## src/rtl/och_pingpong_sched_if.sv

```systemverilog
// och_pingpong_sched_if: scheduler bus between top FSM, weight loader and conv engine.
// Optional OCH_SCHED_PERF_EN adds the stall_cnt performance counter.
`default_nettype none

interface och_pingpong_sched_if #(
  parameter int CH_W = 8
);
  logic            sched_start;
  logic [CH_W-1:0] out_ch;
  logic            busy;
  logic            sched_done;
  logic            w_start;
  logic [CH_W-1:0] w_och;
  logic            w_buf_sel;
  logic            w_done;
  logic            c_start;
  logic [CH_W-1:0] c_och;
  logic            c_buf_sel;
  logic            c_done;
  logic [CH_W-1:0] out_ch_cnt;
`ifdef OCH_SCHED_PERF_EN
  logic [15:0]     stall_cnt;

  modport master (
    output sched_start, out_ch, w_done, c_done,
    input  busy, sched_done, w_start, w_och, w_buf_sel,
    input  c_start, c_och, c_buf_sel, out_ch_cnt, stall_cnt
  );
  modport slave (
    input  sched_start, out_ch, w_done, c_done,
    output busy, sched_done, w_start, w_och, w_buf_sel,
    output c_start, c_och, c_buf_sel, out_ch_cnt, stall_cnt
  );
`else
  modport master (
    output sched_start, out_ch, w_done, c_done,
    input  busy, sched_done, w_start, w_och, w_buf_sel,
    input  c_start, c_och, c_buf_sel, out_ch_cnt
  );
  modport slave (
    input  sched_start, out_ch, w_done, c_done,
    output busy, sched_done, w_start, w_och, w_buf_sel,
    output c_start, c_och, c_buf_sel, out_ch_cnt
  );
`endif
endinterface

`default_nettype wire

```

## src/rtl/och_pingpong_sched.sv

```systemverilog
// och_pingpong_sched: per-output-channel ping-pong weight/conv scheduler.
// Optional macro OCH_SCHED_PERF_EN enables the 16-bit stall_cnt counter. Rev 1.0
`default_nettype none

module och_pingpong_sched #(
  parameter int CH_W = 8
) (
  input wire logic            clk,
  input wire logic            rst,
  och_pingpong_sched_if.slave bus
);
  localparam logic [0:0] ST_IDLE = 1'b0;
  localparam logic [0:0] ST_RUN  = 1'b1;
  localparam logic [CH_W-1:0] C_ONE = {{(CH_W-1){1'b0}}, 1'b1};

  logic [0:0]      r_state;
  logic [CH_W-1:0] r_och;
  logic [CH_W-1:0] r_load_idx;
  logic [CH_W-1:0] r_conv_idx;
  logic [CH_W-1:0] r_w_och;
  logic [CH_W-1:0] r_c_och;
  logic [CH_W-1:0] r_out_ch_cnt;
  logic [1:0]      r_slot_valid;
  logic            r_loading;
  logic            r_convolving;
  logic            r_busy;
  logic            r_sched_done;
  logic            r_w_start;
  logic            r_c_start;

  logic            w_run;
  logic            w_accept;
  logic            w_wdone;
  logic            w_cdone;
  logic            w_last;
  logic [1:0]      w_slot_nxt;
  logic [CH_W-1:0] w_load_nxt;
  logic [CH_W-1:0] w_conv_nxt;
  logic            w_loading_nxt;
  logic            w_conv_busy_nxt;
  logic            w_issue_w;
  logic            w_issue_c;

  assign w_run    = (r_state == ST_RUN);
  assign w_accept = (r_state == ST_IDLE) && bus.sched_start;
  assign w_wdone  = w_run && bus.w_done && r_loading;
  assign w_cdone  = w_run && bus.c_done && r_convolving;
  assign w_last   = w_cdone && ((r_conv_idx + C_ONE) == r_och);

  // Issue decisions look at the state after this cycle's done pulses so that a
  // freed or freshly loaded slot is reused in the very next cycle.
  always_comb begin
    w_slot_nxt = r_slot_valid;
    if (w_wdone) w_slot_nxt[r_load_idx[0]] = 1'b1;
    if (w_cdone) w_slot_nxt[r_conv_idx[0]] = 1'b0;
    w_load_nxt      = w_wdone ? (r_load_idx + C_ONE) : r_load_idx;
    w_conv_nxt      = w_cdone ? (r_conv_idx + C_ONE) : r_conv_idx;
    w_loading_nxt   = r_loading && !w_wdone;
    w_conv_busy_nxt = r_convolving && !w_cdone;
    w_issue_w = w_run && !w_last && !w_loading_nxt && (w_load_nxt < r_och)
                && !w_slot_nxt[w_load_nxt[0]];
    w_issue_c = w_run && !w_last && !w_conv_busy_nxt && (w_conv_nxt < r_och)
                && w_slot_nxt[w_conv_nxt[0]];
  end

  always_ff @(posedge clk or posedge rst) begin
    if (rst) begin
      r_state      <= ST_IDLE;
      r_och        <= '0;
      r_load_idx   <= '0;
      r_conv_idx   <= '0;
      r_w_och      <= '0;
      r_c_och      <= '0;
      r_out_ch_cnt <= '0;
      r_slot_valid <= 2'b00;
      r_loading    <= 1'b0;
      r_convolving <= 1'b0;
      r_busy       <= 1'b0;
      r_sched_done <= 1'b0;
      r_w_start    <= 1'b0;
      r_c_start    <= 1'b0;
    end else begin
      r_sched_done <= 1'b0;
      r_w_start    <= 1'b0;
      r_c_start    <= 1'b0;
      if (w_accept) begin
        r_out_ch_cnt <= '0;
        r_load_idx   <= '0;
        r_conv_idx   <= '0;
        r_slot_valid <= 2'b00;
        r_convolving <= 1'b0;
        if (bus.out_ch != '0) begin
          // Both slots are free at layer start, so channel 0 loads immediately.
          r_och     <= bus.out_ch;
          r_state   <= ST_RUN;
          r_busy    <= 1'b1;
          r_w_start <= 1'b1;
          r_w_och   <= '0;
          r_loading <= 1'b1;
        end else begin
          r_sched_done <= 1'b1;
          r_loading    <= 1'b0;
        end
      end else if (w_run) begin
        r_slot_valid <= w_slot_nxt;
        r_load_idx   <= w_load_nxt;
        r_conv_idx   <= w_conv_nxt;
        r_loading    <= w_loading_nxt || w_issue_w;
        r_convolving <= w_conv_busy_nxt || w_issue_c;
        if (w_cdone) r_out_ch_cnt <= r_out_ch_cnt + C_ONE;
        if (w_issue_w) begin
          r_w_start <= 1'b1;
          r_w_och   <= w_load_nxt;
        end
        if (w_issue_c) begin
          r_c_start <= 1'b1;
          r_c_och   <= w_conv_nxt;
        end
        if (w_last) begin
          r_state      <= ST_IDLE;
          r_busy       <= 1'b0;
          r_sched_done <= 1'b1;
        end
      end
    end
  end

  assign bus.busy       = r_busy;
  assign bus.sched_done = r_sched_done;
  assign bus.w_start    = r_w_start;
  assign bus.w_och      = r_w_och;
  assign bus.w_buf_sel  = r_w_och[0];
  assign bus.c_start    = r_c_start;
  assign bus.c_och      = r_c_och;
  assign bus.c_buf_sel  = r_c_och[0];
  assign bus.out_ch_cnt = r_out_ch_cnt;

`ifdef OCH_SCHED_PERF_EN
  logic [15:0] r_stall_cnt;
  logic        w_stall;

  // Conv engine idle with work remaining but its source slot not yet loaded.
  assign w_stall = w_run && !r_convolving && (r_conv_idx < r_och)
                   && !r_slot_valid[r_conv_idx[0]];

  always_ff @(posedge clk or posedge rst) begin
    if (rst) begin
      r_stall_cnt <= 16'h0000;
    end else if (w_accept) begin
      r_stall_cnt <= 16'h0000;
    end else if (w_stall && (r_stall_cnt != 16'hFFFF)) begin
      r_stall_cnt <= r_stall_cnt + 16'h0001;
    end
  end

  assign bus.stall_cnt = r_stall_cnt;
`endif

endmodule

`default_nettype wire

```

## src/flat_wrapper.sv

```systemverilog
// flat-port wrapper written by rule: the top's interface ports become plain ports
module och_pingpong_sched_flat 
#(
  parameter int CH_W = 8
)
  (clk, rst, bus_sched_start, bus_out_ch, bus_w_done, bus_c_done, bus_busy, bus_sched_done, bus_w_start, bus_w_och, bus_w_buf_sel, bus_c_start, bus_c_och, bus_c_buf_sel, bus_out_ch_cnt);
  och_pingpong_sched_if #(.CH_W(CH_W)) bus_i ();
  input wire logic clk;
  input wire logic rst;
  input wire logic [$bits(bus_i.sched_start)-1:0] bus_sched_start;
  input wire logic [$bits(bus_i.out_ch)-1:0] bus_out_ch;
  input wire logic [$bits(bus_i.w_done)-1:0] bus_w_done;
  input wire logic [$bits(bus_i.c_done)-1:0] bus_c_done;
  output wire logic [$bits(bus_i.busy)-1:0] bus_busy;
  output wire logic [$bits(bus_i.sched_done)-1:0] bus_sched_done;
  output wire logic [$bits(bus_i.w_start)-1:0] bus_w_start;
  output wire logic [$bits(bus_i.w_och)-1:0] bus_w_och;
  output wire logic [$bits(bus_i.w_buf_sel)-1:0] bus_w_buf_sel;
  output wire logic [$bits(bus_i.c_start)-1:0] bus_c_start;
  output wire logic [$bits(bus_i.c_och)-1:0] bus_c_och;
  output wire logic [$bits(bus_i.c_buf_sel)-1:0] bus_c_buf_sel;
  output wire logic [$bits(bus_i.out_ch_cnt)-1:0] bus_out_ch_cnt;
  assign bus_i.sched_start = bus_sched_start;
  assign bus_i.out_ch = bus_out_ch;
  assign bus_i.w_done = bus_w_done;
  assign bus_i.c_done = bus_c_done;
  assign bus_busy = bus_i.busy;
  assign bus_sched_done = bus_i.sched_done;
  assign bus_w_start = bus_i.w_start;
  assign bus_w_och = bus_i.w_och;
  assign bus_w_buf_sel = bus_i.w_buf_sel;
  assign bus_c_start = bus_i.c_start;
  assign bus_c_och = bus_i.c_och;
  assign bus_c_buf_sel = bus_i.c_buf_sel;
  assign bus_out_ch_cnt = bus_i.out_ch_cnt;
  och_pingpong_sched #(.CH_W(CH_W)) u_core (.clk(clk), .rst(rst), .bus(bus_i));
endmodule
```

## config.mk

```make
export PLATFORM = sky130hd
export DESIGN_NAME = och_pingpong_sched_flat
export DESIGN_NICKNAME = d
export VERILOG_FILES = /design/src/rtl/och_pingpong_sched_if.sv /design/src/rtl/och_pingpong_sched.sv /design/src/flat_wrapper.sv
export SDC_FILE = /design/constraint.sdc
export NUM_CORES = 1
export LEC_CHECK = 0
export BUFFER_PORTS_ARGS = -buffer_cell sky130_fd_sc_hd__clkbuf_2
export CORE_MARGIN = 10
export CORE_UTILIZATION = 35
export CTS_CLUSTER_SIZE = 16
export DETAILED_ROUTE_END_ITERATION = 6
export HOLD_SLACK_MARGIN = 0.05
export PLACE_DENSITY = 0.57
export SETUP_SLACK_MARGIN = 0.3
export SYNTH_ARGS = -nofsm -noshare
export SYNTH_HDL_FRONTEND = slang
export SYNTH_SLANG_ARGS = --single-unit
```

## constraint.sdc

```tcl
create_clock -name clk -period 2.8 [get_ports clk]
set_input_delay 0.56 -clock clk [delete_from_list [all_inputs] [get_ports clk]]
set_output_delay 0.56 -clock clk [all_outputs]
set_load 0.005 [all_outputs]
```

* Word-level counts from Yosys, hierarchy flattened *
Index checks and enable logic that the tools add are counted.
Widths: inputs -> output; s select.

storage, ports and cells
  flip-flop bits (word level) = 57
  output and inout port bits = 30

operators by class
  reduce and logical (&&, ||, !) cells = 35
  add/subtract/negate cells = 3
  bitwise operators = 5
  muxes and demuxes = 47
  magnitude comparators = 8
  eq/ne operators = 2

operator list
  kind                 count
  $mux 8               13
  $mux 1               28
  $add 8x1->8 const B  3
  $logic_and 1x1->1    17
  $lt 8x8->1           2
  $reduce_and 3->1     3
  $eq 8x8->1           1
  $lt 1x2->1 const B   4
  $mux 2               4
  $reduce_bool 2->1    4
  $reduce_bool 8->1    1
  $logic_not 1->1      6
  $reduce_and 2->1     2
  $and 2x2->2          1
  $demux 1 s1          2
  $ge 1x1->1 const B   2
  $logic_or 1x1->1     2
  $ne 2x2->1 const B   1
  $not 1->1            2
  $not 2->2            1
  $or 2x2->2           1

* Logic depth before layout (Yosys ltp) *
Gate-level depths: netlist (run 1).

  depth after elaboration = 15
  depth in mapped cells = 13

* Worst setup path before layout (run 1) *
Ideal clock, no wire load.

  path type = input to register
  start point = input bus_w_done
  end point = register u_core.r_w_och[3], in the netlist u_core.bus.w_och[3]
  setup time = 0.125 ns
  setup slack = -0.451 ns
  arrival time = 3.126 ns
  data required time = 2.675 ns
  cell stages on the path = 13
  buffers on the path = 1
  path through = and3_1 > clkbuf_1 > nand2_1 > nor2_1 > and3_1 > nand3_1 > xnor2_1 > ha_1 > a221oi_1 > o21ai_0 > nor2_1 > nand4_4 > mux2_4

between the ends
  longest elaborated chain between the ends = 11

RTL lines
  what                                                                RTL line                   text
  start, declared                                                     flat_wrapper.sv:12         input wire logic [$bits(bus_i.w_done)-1:0] bus_w_done;
  $logic_and 1x1->1 * (2 in a row)                                    och_pingpong_sched.sv:46   assign w_wdone = w_run && bus.w_done && r_loading;
  parallel branches: the longest is 9 deep, another holds $lt 8x8->1  --
  end signal, assigned                                                och_pingpong_sched.sv:113  r_w_och <= w_load_nxt;
  end, declared                                                       och_pingpong_sched.sv:20   logic [CH_W-1:0] r_w_och;

Mark *: on every way between the ends. The select of a mux whose other input is x is not followed.
A chain may end at the register's enable or synchronous reset.

* Worst setup path in the final report (run 1) *
  start point = register u_core.r_state
  end point = register u_core.r_w_och[4], in the netlist u_core.bus.w_och[4]

between the ends
  longest elaborated chain between the ends = 11

RTL lines
  what                                                                 RTL line                   text
  start, declared                                                      och_pingpong_sched.sv:16   logic [0:0] r_state;
  start signal, assigned                                               och_pingpong_sched.sv:68   r_state <= ST_IDLE;
  start signal, assigned                                               och_pingpong_sched.sv:95   r_state <= ST_RUN;
  start signal, assigned                                               och_pingpong_sched.sv:120  r_state <= ST_IDLE;
  parallel branches: the longest is 11 deep, another holds $lt 8x8->1  --

Several ways; the timed one is not identified. The select of a mux whose other input is x is not followed.

==> summary.md, run 1 <==
| Metric | Value |
|---|---|
| Period utilization | `97.1%` |
| Unique cell type count in the Yosys netlist | `44` |
| Fin cells | `555` |
| Final Wtd Congestion | `0.868` |
| Most used standard cell by instance count after synthesis | `nand2_1` |
| IO buf count | `42` |
| Core area | `9200 sq um` |
| Met1 usage | `16.8%` |
| Commonest cells in the netlist | `nand2_1, dfrtp_1, nor2_1, xor2_1, ha_1` |
| Max VDD drop | `0.000459 V` |
| First-pass GRT wire length | `13700 um` |
| Largest family of logic cells by synthesized area | `simple AND/OR/NAND/NOR gates` |
| Synth warn | `0` |
| # rows | `35` |
| Hold Vio Cnt, Final | `0` |
| Outcome | `complete, no violations` |
| Global route overflow | `0` |
| Critical path arrival | `2950 ps` |
| DR vias | `2790` |
| Ys flop type | `dfrtp_1` |
| Share of post-route cells with drive strength above 1 | `38.3%` |
| DR iter-0 viols | `82` |
| Crit-path cells | `and3_4, nand2_4, nor2_4, and3_4, nand3_4, xnor2_2, ha_1, a221oi_2, o21ai_1, nor2_1, nand4_4, mux2_4` |
| Clk sinks | `57` |
| Die width | `117 um` |
| Critical Path RT | `3040 ps` |
| RR Startpoint | `u_core.r_state$_DFFE_PP0P_` |
| Crit-path max cell delay | `420 ps` |
| # DRC | `0` |
| Leakage dissipation | `2.27 nW` |
| Crit path kind | `reg -> reg` |
| #FFs+latches synth | `57` |
| Hpwl dp | `6190 um` |
| Worst-skew pair later-pin latency | `350 ps` |
| Met2 GRT Util | `20.1%` |
| Area grow syn2layout | `34.1%` |
| Post-synthesis mux area share | `7.91%` |
| Max Cap Viol | `0` |
| Die Height | `117 um` |
| Reg clk slew, reported paths | `60 ps` |
| Synth top area share | `43.3%` |
| CP bufs+invs | `0` |
| TritonCTS clock tree | `yes` |
| Largest net degree at the start of global routing | `31` |
| Pwr per Cell Area | `1110 nW/um^2` |
| RSZ-0062 raised after global routing | `yes` |
| Total wire length | `8420 um` |
| Root Driver | `clkbuf_8` |
| Synth area leaders | `dfrtp_1, nand2_1, ha_1` |
| Worst setup EP type | `register` |
| Crit path top cell by count | `and3_4` |
| TritonRoute pass-1 iters | `4` |
| Crit Path Max Fanout | `6` |
| Syn Std Cell Area | `3290 sq um` |
| HP Class | `in -> async` |
| Max Root-Sink Buffers | `2` |
| Async S/R FF share, synth | `100%` |
| Hold_buf cts | `0` |
| Adder-Cell Fraction of Synth Area | `6.46%` |
| WP depth | `12` |
| IO Count | `43` |
| Synth Area in XOR/XNOR | `7.72%` |
| Antenna violations before repair | `0` |
| H-tree Lvls | `3` |
| Post-layout min period | `2720 ps` |
| Crit-path leading delay family | `simple AND/OR/NAND/NOR gates` |
| Filler cells | `892` |
| Inst Count DP | `524` |
| Final-report setup violation count | `0` |
| Synth Instances | `338` |
| Simple-Gate Fraction of Synth Area | `20.0%` |
| CP Launch Point | `u_core.r_state$_DFFE_PP0P_` |
| Initial core utilization | `35.8%` |
| Tot Pwr | `0.00489 W` |
| CP startpoint kind | `register` |
| Met3 Resource Use GR | `4.59%` |
| Syn avg cell area | `9.74 sq um` |
| Worst clock skew | `5.60 ps` |
| Max frequency | `368 MHz` |
| Area of the die | `13700 sq um` |
| GRT busiest layer | `met2` |
| Ant. Diodes | `0` |
| Via count of the first global-routing pass | `2753` |
| Synth Area in Compound Gates | `9.73%` |
| GRT Util Overall | `13.1%` |
| Syn_nets | `368` |
| Reg2reg path depth | `12` |
| DR vias/cell | `5.03` |
| TritonCTS buffer count | `9` |
| Drt wl/cell | `15.2 um` |
| DRT antenna net count | `0` |
| Seq/Total Area, Yosys | `43.3%` |
| Max-slew violation count | `0` |
| Least-Margin Pin Slew | `624 ps` |
| Post-synth EDFFs | `0` |
| Nets | `472` |
| Slowest stage cell, crit path | `dfrtp_2` |
| Yosys top cell by area | `dfrtp_1` |
| Relative max-transition margin | `58.4%` |
## per-layer routing
layer	up-vias	routed length, um
li1	1359	-
met1	1351	3900
met2	68	3850
met3	12	570
met4	0	100
met5	-	0
## per-stage QoR
step / setup slack, ps / util, % / cell area (sq um) / setup TNS [ps] / hold WS (ps)
floorplan: -127 / - / 3400 / -510 / 468
global placement: -130 / 43.5 / 4000 / -1670 / 461
detailed placement: -185 / 43.5 / 4000 / -2560 / 467
CTS: 55.2 / 47.1 / 4340 / 0 / 300
global route: -60.7 / 48.0 / 4410 / -511 / 309
finish: 81.4 / 48.0 / 4410 / 0 / 275
## sequential cells by signal, indices dropped and copies added, names as in the netlist
name                   cells
u_core.bus.c_och           8
u_core.bus.out_ch_cnt      8
u_core.bus.w_och           8
u_core.r_conv_idx          8
u_core.r_load_idx          8
u_core.r_och               8
u_core.r_slot_valid        2
u_core.bus.busy            1
u_core.bus.c_start         1
u_core.bus.sched_done      1
u_core.bus.w_start         1
u_core.r_convolving        1
u_core.r_loading           1
u_core.r_state             1
## cell families after synthesis
| kind of cell | after synthesis |
|---|---|
| compound gates | 47 |
| xor+xnor | 29 |
| fa+ha+maj | 17 |
| buf+inv | 33 |
| flops | 57 |
| mux | 20 |
| simple gates | 135 |
## report_power, final
group | internal, W | switching, W
combinational | 0.00154 | 0.00130
sequential | 0.00112 | 0.000302
clock | 0.000329 | 0.000307
total | 0.00298 | 0.00191
## worst paths after layout
check | endpoint | slack (ps)
worst max-delay path | u_core.bus.w_och[4]$_DFFE_PP0P_ | 80
worst min-delay path | u_core.bus.busy$_DFFE_PP0P_ | 280
worst max register to register | u_core.bus.w_och[4]$_DFFE_PP0P_ | 80
worst min register to register | u_core.bus.busy$_DFFE_PP0P_ | 480
max in group asynchronous | u_core.r_conv_idx[5]$_DFFE_PP0P_ | 1920
min in group clk | u_core.r_och[1]$_DFFE_PP0P_ | 420
## cell usage in the layout, fill, tap and decap left out, types with 4 or more instances in the layout
cell type / instances
buf_4: 62
clkbuf_2: 42
clkbuf_8: 10
inv_1: 14
dfrtp_2: 5
a21o_1: 4
and2_1: 4
mux2_4: 12
ha_1: 15
nand3_1: 10
nor2_1: 17
dfrtp_1: 52
xor2_1: 15
mux2i_1: 7
xnor2_1: 10
nand2_1: 60
nand2b_1: 5
a21oi_1: 6
nand4_1: 4
o21ai_0: 13
## final cells by class
type / count / area [sq um] / area share (%)
well taps: 111 / 139 / 3.15
inverters: 16 / 65.1 / 1.47
clock buffers: 12 / 145 / 3.29
flip-flops and latches: 57 / 1430 / 32.5
multi-input cells: 248 / 1850 / 42.0
repair buffers: 110 / 774 / 17.5
clock inverters: 1 / 5.00 / 0.113
## what timing repair did
action / CTS / global route
pin swaps: 12 / 9
gates cloned: 1 / 0
buffers inserted: 10 / 7
resized for setup: 18 / 10
endpoints found under the setup margin: 20 / 20
No activity file was read; power rests on OpenSTA's default activity.
==> run 2: changes to the inputs <==
--- a/config.mk
+++ b/config.mk
@@ -11,7 +11,7 @@
 export CTS_CLUSTER_SIZE = 16
 export DETAILED_ROUTE_END_ITERATION = 6
 export HOLD_SLACK_MARGIN = 0.05
-export PLACE_DENSITY = 0.57
+export PLACE_DENSITY = 0.55
 export SETUP_SLACK_MARGIN = 0.3
 export SYNTH_ARGS = -nofsm -noshare
 export SYNTH_HDL_FRONTEND = slang
==> constraint.sdc (replaced) <==
create_clock -name clk -period 2.6 [get_ports clk]
set_input_delay 0.52 -clock clk [delete_from_list [all_inputs] [get_ports clk]]
set_output_delay 0.52 -clock clk [all_outputs]
set_load 0.005 [all_outputs]
==> summary.md, run 2 (synthesis results as in run 1) <==
| Metric | Value |
|---|---|
| Outcome | `finished, violations left` |
| Failing checks | `setup timing` |
| DR iter-0 viols | `143` |
| Max VDD drop | `0.000392 V` |
| Core area | `9200 sq um` |
| RSZ-0062 raised after global routing | `yes` |
| Leakage dissipation | `2.27 nW` |
| DRT antenna net count | `0` |
| CP startpoint kind | `register` |
| Hpwl dp | `6230 um` |
| Hold Vio Cnt, Final | `0` |
| Global route overflow | `0` |
| DR vias/cell | `4.90` |
| H-tree Lvls | `3` |
| Crit path kind | `reg -> reg` |
| Inst Count DP | `527` |
| Pwr per Cell Area | `1190 nW/um^2` |
| Crit-path cells | `and3_4, nand3_4, nor2_4, xor2_2, ha_1, a21o_1, a21o_1, a221oi_2, o311a_1, buf_6, nand4_4, mux2_4` |
| Final Wtd Congestion | `0.860` |
| Worst clock skew | `8.22 ps` |
| # DRC | `0` |
| Max Cap Viol | `0` |
| Area of the multi-input gates | `1910 sq um` |
| TritonCTS clock tree | `yes` |
| Antenna violations before repair | `0` |
| Worst-skew pair later-pin latency | `340 ps` |
| CP bufs+invs | `1` |
| Filler cells | `876` |
| Total wire length | `8590 um` |
| Nets | `472` |
| Post-layout min period | `2770 ps` |
| Reg clk slew, reported paths | `70 ps` |
| Place WS | `-404 ps` |
| Slowest stage cell, crit path | `dfrtp_1` |
| Hold_buf cts | `0` |
| Largest net degree at the start of global routing | `31` |
| Drt wl/cell | `15.5 um` |
| Max frequency | `361 MHz` |
| FF+latch area | `1430 sq um` |
| DR vias | `2725` |
| Ant. Diodes | `0` |
| Final-report setup violation count | `18` |
| Area of the die | `13700 sq um` |
| TritonCTS buffer count | `9` |
| # rows | `35` |
| Crit-path leading delay family | `compound AO/OA/AOI/OAI gates` |
| Crit path top cell by count | `a21o_1` |
| Share of post-route cells with drive strength above 1 | `38.7%` |
| Least-Margin Pin Slew | `670 ps` |
| Worst reg-to-reg setup slack | `-170 ps` |
| Root Driver | `clkbuf_8` |
| Max Root-Sink Buffers | `2` |
| Relative max-transition margin | `55.3%` |
| Clk sinks | `57` |
| GRT Util Overall | `13.4%` |
| Max-slew violation count | `0` |
| Worst setup EP type | `register` |
| IO buf count | `42` |
| Via count of the first global-routing pass | `2769` |
| Post-route setup slack | `-174 ps` |
| Fin cells | `556` |
| TritonRoute pass-1 iters | `4` |
| Area grow syn2layout | `35.0%` |
| Crit Path Max Fanout | `4` |
| Final instance area | `4440 sq um` |
| Period utilization | `107%` |
| Initial core utilization | `35.8%` |
| IO Count | `43` |
| Commonest non-fill, non-tap cell in the layout | `nand2_1` |
| Die width | `117 um` |
| First-pass GRT wire length | `14300 um` |
| Critical path arrival | `2990 ps` |
| Crit-path max cell delay | `370 ps` |
| HP Class | `in -> async` |
| Die Height | `117 um` |
| Placed Area | `4030 sq um` |
| Commonest non-fill, non-tap cells in the layout | `nand2_1, buf_4, dfrtp_1` |
| Critical Path RT | `2820 ps` |
## run 2: repair_timing
action,4_1_cts,5_1_grt
buffers inserted,10,4
cloned,1,0
resized for setup,23,14
pin swaps,13,6
setup endpoints to repair,23,23
## run 2: power by group
part / leakage, nW / switching [W] / internal (W)
sequential: 0.733 / 0.000324 / 0.00120
clock: 0.0733 / 0.000340 / 0.000335
combinational: 1.47 / 0.00144 / 0.00165
## run 2: final timing paths
path,startpoint,endpoint,depth (start not counted)
worst max-delay path,u_core.r_conv_idx[4]$_DFFE_PP0P_,u_core.bus.c_och[7]$_DFFE_PP0P_,12
worst min-delay path,rst,u_core.bus.w_start$_DFF_PP0_,2
worst max register to register,u_core.r_conv_idx[4]$_DFFE_PP0P_,u_core.bus.c_och[7]$_DFFE_PP0P_,12
worst min register to register,u_core.bus.busy$_DFFE_PP0P_,u_core.bus.busy$_DFFE_PP0P_,2
max in group asynchronous,rst,u_core.r_conv_idx[1]$_DFFE_PP0P_,3
min in group clk,bus_out_ch[0],u_core.r_och[0]$_DFFE_PP0P_,3
## run 2: per-layer routing
layer | part of all wire, % | wire length, um | vias up | GRT usage, %
met2 | 45 | 3880 | 49 | 20.6
met4 | 1.2 | 105 | 0 | 4.20
li1 | - | - | 1368 | -
met1 | 49 | 4220 | 1301 | 17.7
met5 | 0 | 0 | - | 0
met3 | 4.6 | 391 | 7 | 3.92
## run 2: cell type report
| class | count | share of cell area, % |
|---|---|---|
| repair buffers | 109 | 17.1 |
| clock inverters | 1 | 0.113 |
| clock buffers | 13 | 3.12 |
| well taps | 111 | 3.12 |
| multi-input cells | 249 | 43.0 |
| inverters | 16 | 1.35 |
| flip-flops and latches | 57 | 32.2 |
## run 2: metrics by stage
step	TNS, ps	hold slack, ps	util, %	total power (W)
detailed placement	-6290	467	43.8	0.00414
global route	-5200	327	48.3	0.00571
floorplan	-2670	468	-	0.00321
CTS	-2110	290	47.4	0.00517
finish	-2030	256	48.3	0.00529
global placement	-4590	461	43.8	0.00409
==> run 3: changes to the inputs <==
--- a/config.mk
+++ b/config.mk
@@ -5,6 +5,7 @@
 export SDC_FILE = /design/constraint.sdc
 export NUM_CORES = 1
 export LEC_CHECK = 0
+export ABC_AREA = 1
 export BUFFER_PORTS_ARGS = -buffer_cell sky130_fd_sc_hd__clkbuf_2
 export CORE_MARGIN = 10
 export CORE_UTILIZATION = 35
@@ -12,6 +13,7 @@
 export DETAILED_ROUTE_END_ITERATION = 6
 export HOLD_SLACK_MARGIN = 0.05
 export PLACE_DENSITY = 0.55
+export REMOVE_ABC_BUFFERS = 1
 export SETUP_SLACK_MARGIN = 0.3
 export SYNTH_ARGS = -nofsm -noshare
 export SYNTH_HDL_FRONTEND = slang
==> summary.md, run 3 <==
| Metric | Value |
|---|---|
| Outcome | `finished, violations left` |
| Failing checks | `setup timing` |
| DRT antenna net count | `0` |
| # rows | `35` |
| Crit Path Max Fanout | `5` |
| Most used standard cell by instance count after synthesis | `nand2_1` |
| Crit-path max cell delay | `400 ps` |
| CP startpoint kind | `register` |
| Critical Path RT | `2880 ps` |
| Max-slew violation count | `0` |
| Post-synth EDFFs | `0` |
| Post-route setup slack | `-64.5 ps` |
| WHS | `208 ps` |
| Worst setup EP type | `register` |
| TritonCTS clock tree | `yes` |
| Period utilization | `102%` |
| Yosys top cell by area | `dfrtp_1` |
| Hold Vio Cnt, Final | `0` |
| Max frequency | `375 MHz` |
| Largest net degree at the start of global routing | `35` |
| Drt wl/cell | `14.8 um` |
| Share of post-route cells with drive strength above 1 | `40.0%` |
| Post-layout min period | `2660 ps` |
| Hpwl dp | `6080 um` |
| Synth warn | `0` |
| Seq/Total Area, Yosys | `44.0%` |
| R2R Path End | `u_core.bus.w_start$_DFF_PP0_` |
| H-tree Lvls | `3` |
| Inst Count DP | `578` |
| Die Height | `116 um` |
| Initial core utilization | `35.4%` |
| GRT Util Overall | `13.2%` |
| DR vias/cell | `4.78` |
| Core area | `9150 sq um` |
| TritonCTS buffer count | `9` |
| Root Driver | `clkbuf_8` |
| Final-report setup violation count | `18` |
| Ant. Diodes | `0` |
| Crit-path leading delay family | `simple AND/OR/NAND/NOR gates` |
| Die width | `116 um` |
| Worst clock skew | `9.46 ps` |
| RR Startpoint | `u_core.r_load_idx[1]$_DFFE_PP0P_` |
| Via count of the first global-routing pass | `2933` |
| HP Class | `in -> async` |
| Unique cell type count in the Yosys netlist | `35` |
| Antenna violations before repair | `0` |
| Syn Std Cell Area | `3240 sq um` |
| Final Wtd Congestion | `0.858` |
| #FFs+latches synth | `57` |
| RSZ-0062 raised after global routing | `yes` |
| Commonest non-fill, non-tap cell in the layout | `nand2_1` |
| Total wire length | `9190 um` |
| Syn avg cell area | `8.03 sq um` |
| First-pass GRT wire length | `14000 um` |
| Fin cells | `619` |
| Leakage dissipation | `2.43 nW` |
| Global route overflow | `0` |
| Critical path arrival | `2950 ps` |
| Worst-skew pair later-pin latency | `340 ps` |
| # DRC | `0` |
| DR iter-0 viols | `135` |
| Fin util | `49.7%` |
| Synth Instances | `404` |
| Commonest non-fill, non-tap cells in the layout | `nand2_1, dfrtp_1, inv_1` |
| Clk sinks | `57` |
| Max Cap Viol | `0` |
| Pwr per Cell Area | `1050 nW/um^2` |
| Worst reg-to-reg setup slack | `-60 ps` |
| Max VDD drop | `0.000385 V` |
| Synth area leaders | `dfrtp_1, nand2_1, inv_1` |
| Area of the die | `13500 sq um` |
| Commonest cells in the netlist | `nand2_1, dfrtp_1, inv_1, nor2_1, nand3_1` |
| Reg2reg path depth | `17` |
| Least-Margin Pin Slew | `553 ps` |
| IO Count | `43` |
| CP bufs+invs | `4` |
| Max Root-Sink Buffers | `2` |
| Ys flop type | `dfrtp_1` |
| Nets | `535` |
| Relative max-transition margin | `63.0%` |
| Crit-path cells | `ha_2, inv_1, nor2_2, nand3_1, or2_4, xor2_2, inv_1, ha_4, nand2_1, nor2_1, nor3b_4, o21ai_2, nor2_4, buf_6, nand4_4, buf_4, nand2_1` |
| DR vias | `2959` |
| Area grow syn2layout | `40.3%` |
| Hold_buf cts | `0` |
| Synth top area share | `44.0%` |
| Place WS | `-473 ps` |
| Slowest stage cell, crit path | `dfrtp_1` |
| Async S/R FF share, synth | `100%` |
| IO buf count | `42` |
| Crit path kind | `reg -> reg` |
| TritonRoute pass-1 iters | `4` |
| Reg clk slew, reported paths | `70 ps` |
## run 3: per-stage QoR
stage,power [W],instance area (sq um),setup TNS (ps)
4_1_cts,0.00433,4210,-647
3_5_place_dp,0.00337,3790,-4430
2_1_floorplan,0.00264,3170,-1430
3_3_place_gp,0.00333,3790,-3890
5_1_grt,0.00517,4550,-4010
6_report,0.00478,4550,-539
## run 3: per-layer routing
layer | vias up | share of wire [%] | global-route usage, %
li1 | 1479 | - | -
met1 | 1383 | 45 | 16.2
met2 | 80 | 48 | 21.6
met3 | 17 | 5.0 | 3.08
met4 | 0 | 2.1 | 5.67
met5 | - | 0 | 0
## run 3: worst max path at each step
stage / start / slack (ps) / end / cells after the start
floorplan: u_core.r_state$_DFFE_PP0P_ / -160 / u_core.bus.w_och[0]$_DFFE_PP0P_ / 15
global placement: bus_w_done / -410 / u_core.bus.w_och[7]$_DFFE_PP0P_ / 16
detailed placement: bus_w_done / -470 / u_core.bus.w_och[6]$_DFFE_PP0P_ / 14
CTS: u_core.r_state$_DFFE_PP0P_ / -80 / u_core.bus.w_och[1]$_DFFE_PP0P_ / 14
global route: u_core.r_load_idx[1]$_DFFE_PP0P_ / -290 / u_core.bus.w_och[5]$_DFFE_PP0P_ / 17
finish: u_core.r_load_idx[1]$_DFFE_PP0P_ / -60 / u_core.bus.w_start$_DFF_PP0_ / 17
## run 3: worst register-to-register path, cell delays in order, from the launching register on
cell     delay (ps)
dfrtp_1         400
ha_2            180
inv_1            40
nor2_2          100
nand3_1         110
or2_4           250
xor2_2          150
inv_1           100
ha_4            220
nand2_1          50
nor2_1           70
nor3b_4         190
o21ai_2         100
nor2_4          140
buf_6           120
nand4_4         140
buf_4           190
nand2_1          40
## run 3: where the power goes
part | switching, W | internal (W)
Clock | 0.000361 | 0.000383
Sequential | 0.000244 | 0.00116
Combinational | 0.00148 | 0.00116
Total | 0.00208 | 0.00270
## run 3: cell families after synthesis
logic type | synth area share [%]
and+or+nand+nor | 29.1
buffers and inverters | 9.41
DFF | 44.0
AOI/OAI and AO/OA | 9.06
adders and majority gates | 6.56
xor gates and xnor gates | 1.89
## run 3: layout make-up
class                           instances  area, sq um
Timing Repair Buffer                   99          733
Sequential cell                        57         1430
Tap cell                              111          139
Fill cell                             876         4600
Clock inverter                          3         17.5
Multi-Input combinational cell        276         1850
Clock buffer                           11          151
Inverter                               62          233
## run 3: repair_timing
item	in CTS	in global routing
buffers inserted	14	9
gates resized for setup	27	57
endpoints found under the hold margin	0	0
cloned	1	3
pin swaps	14	27
endpoints found under the setup margin	20	23
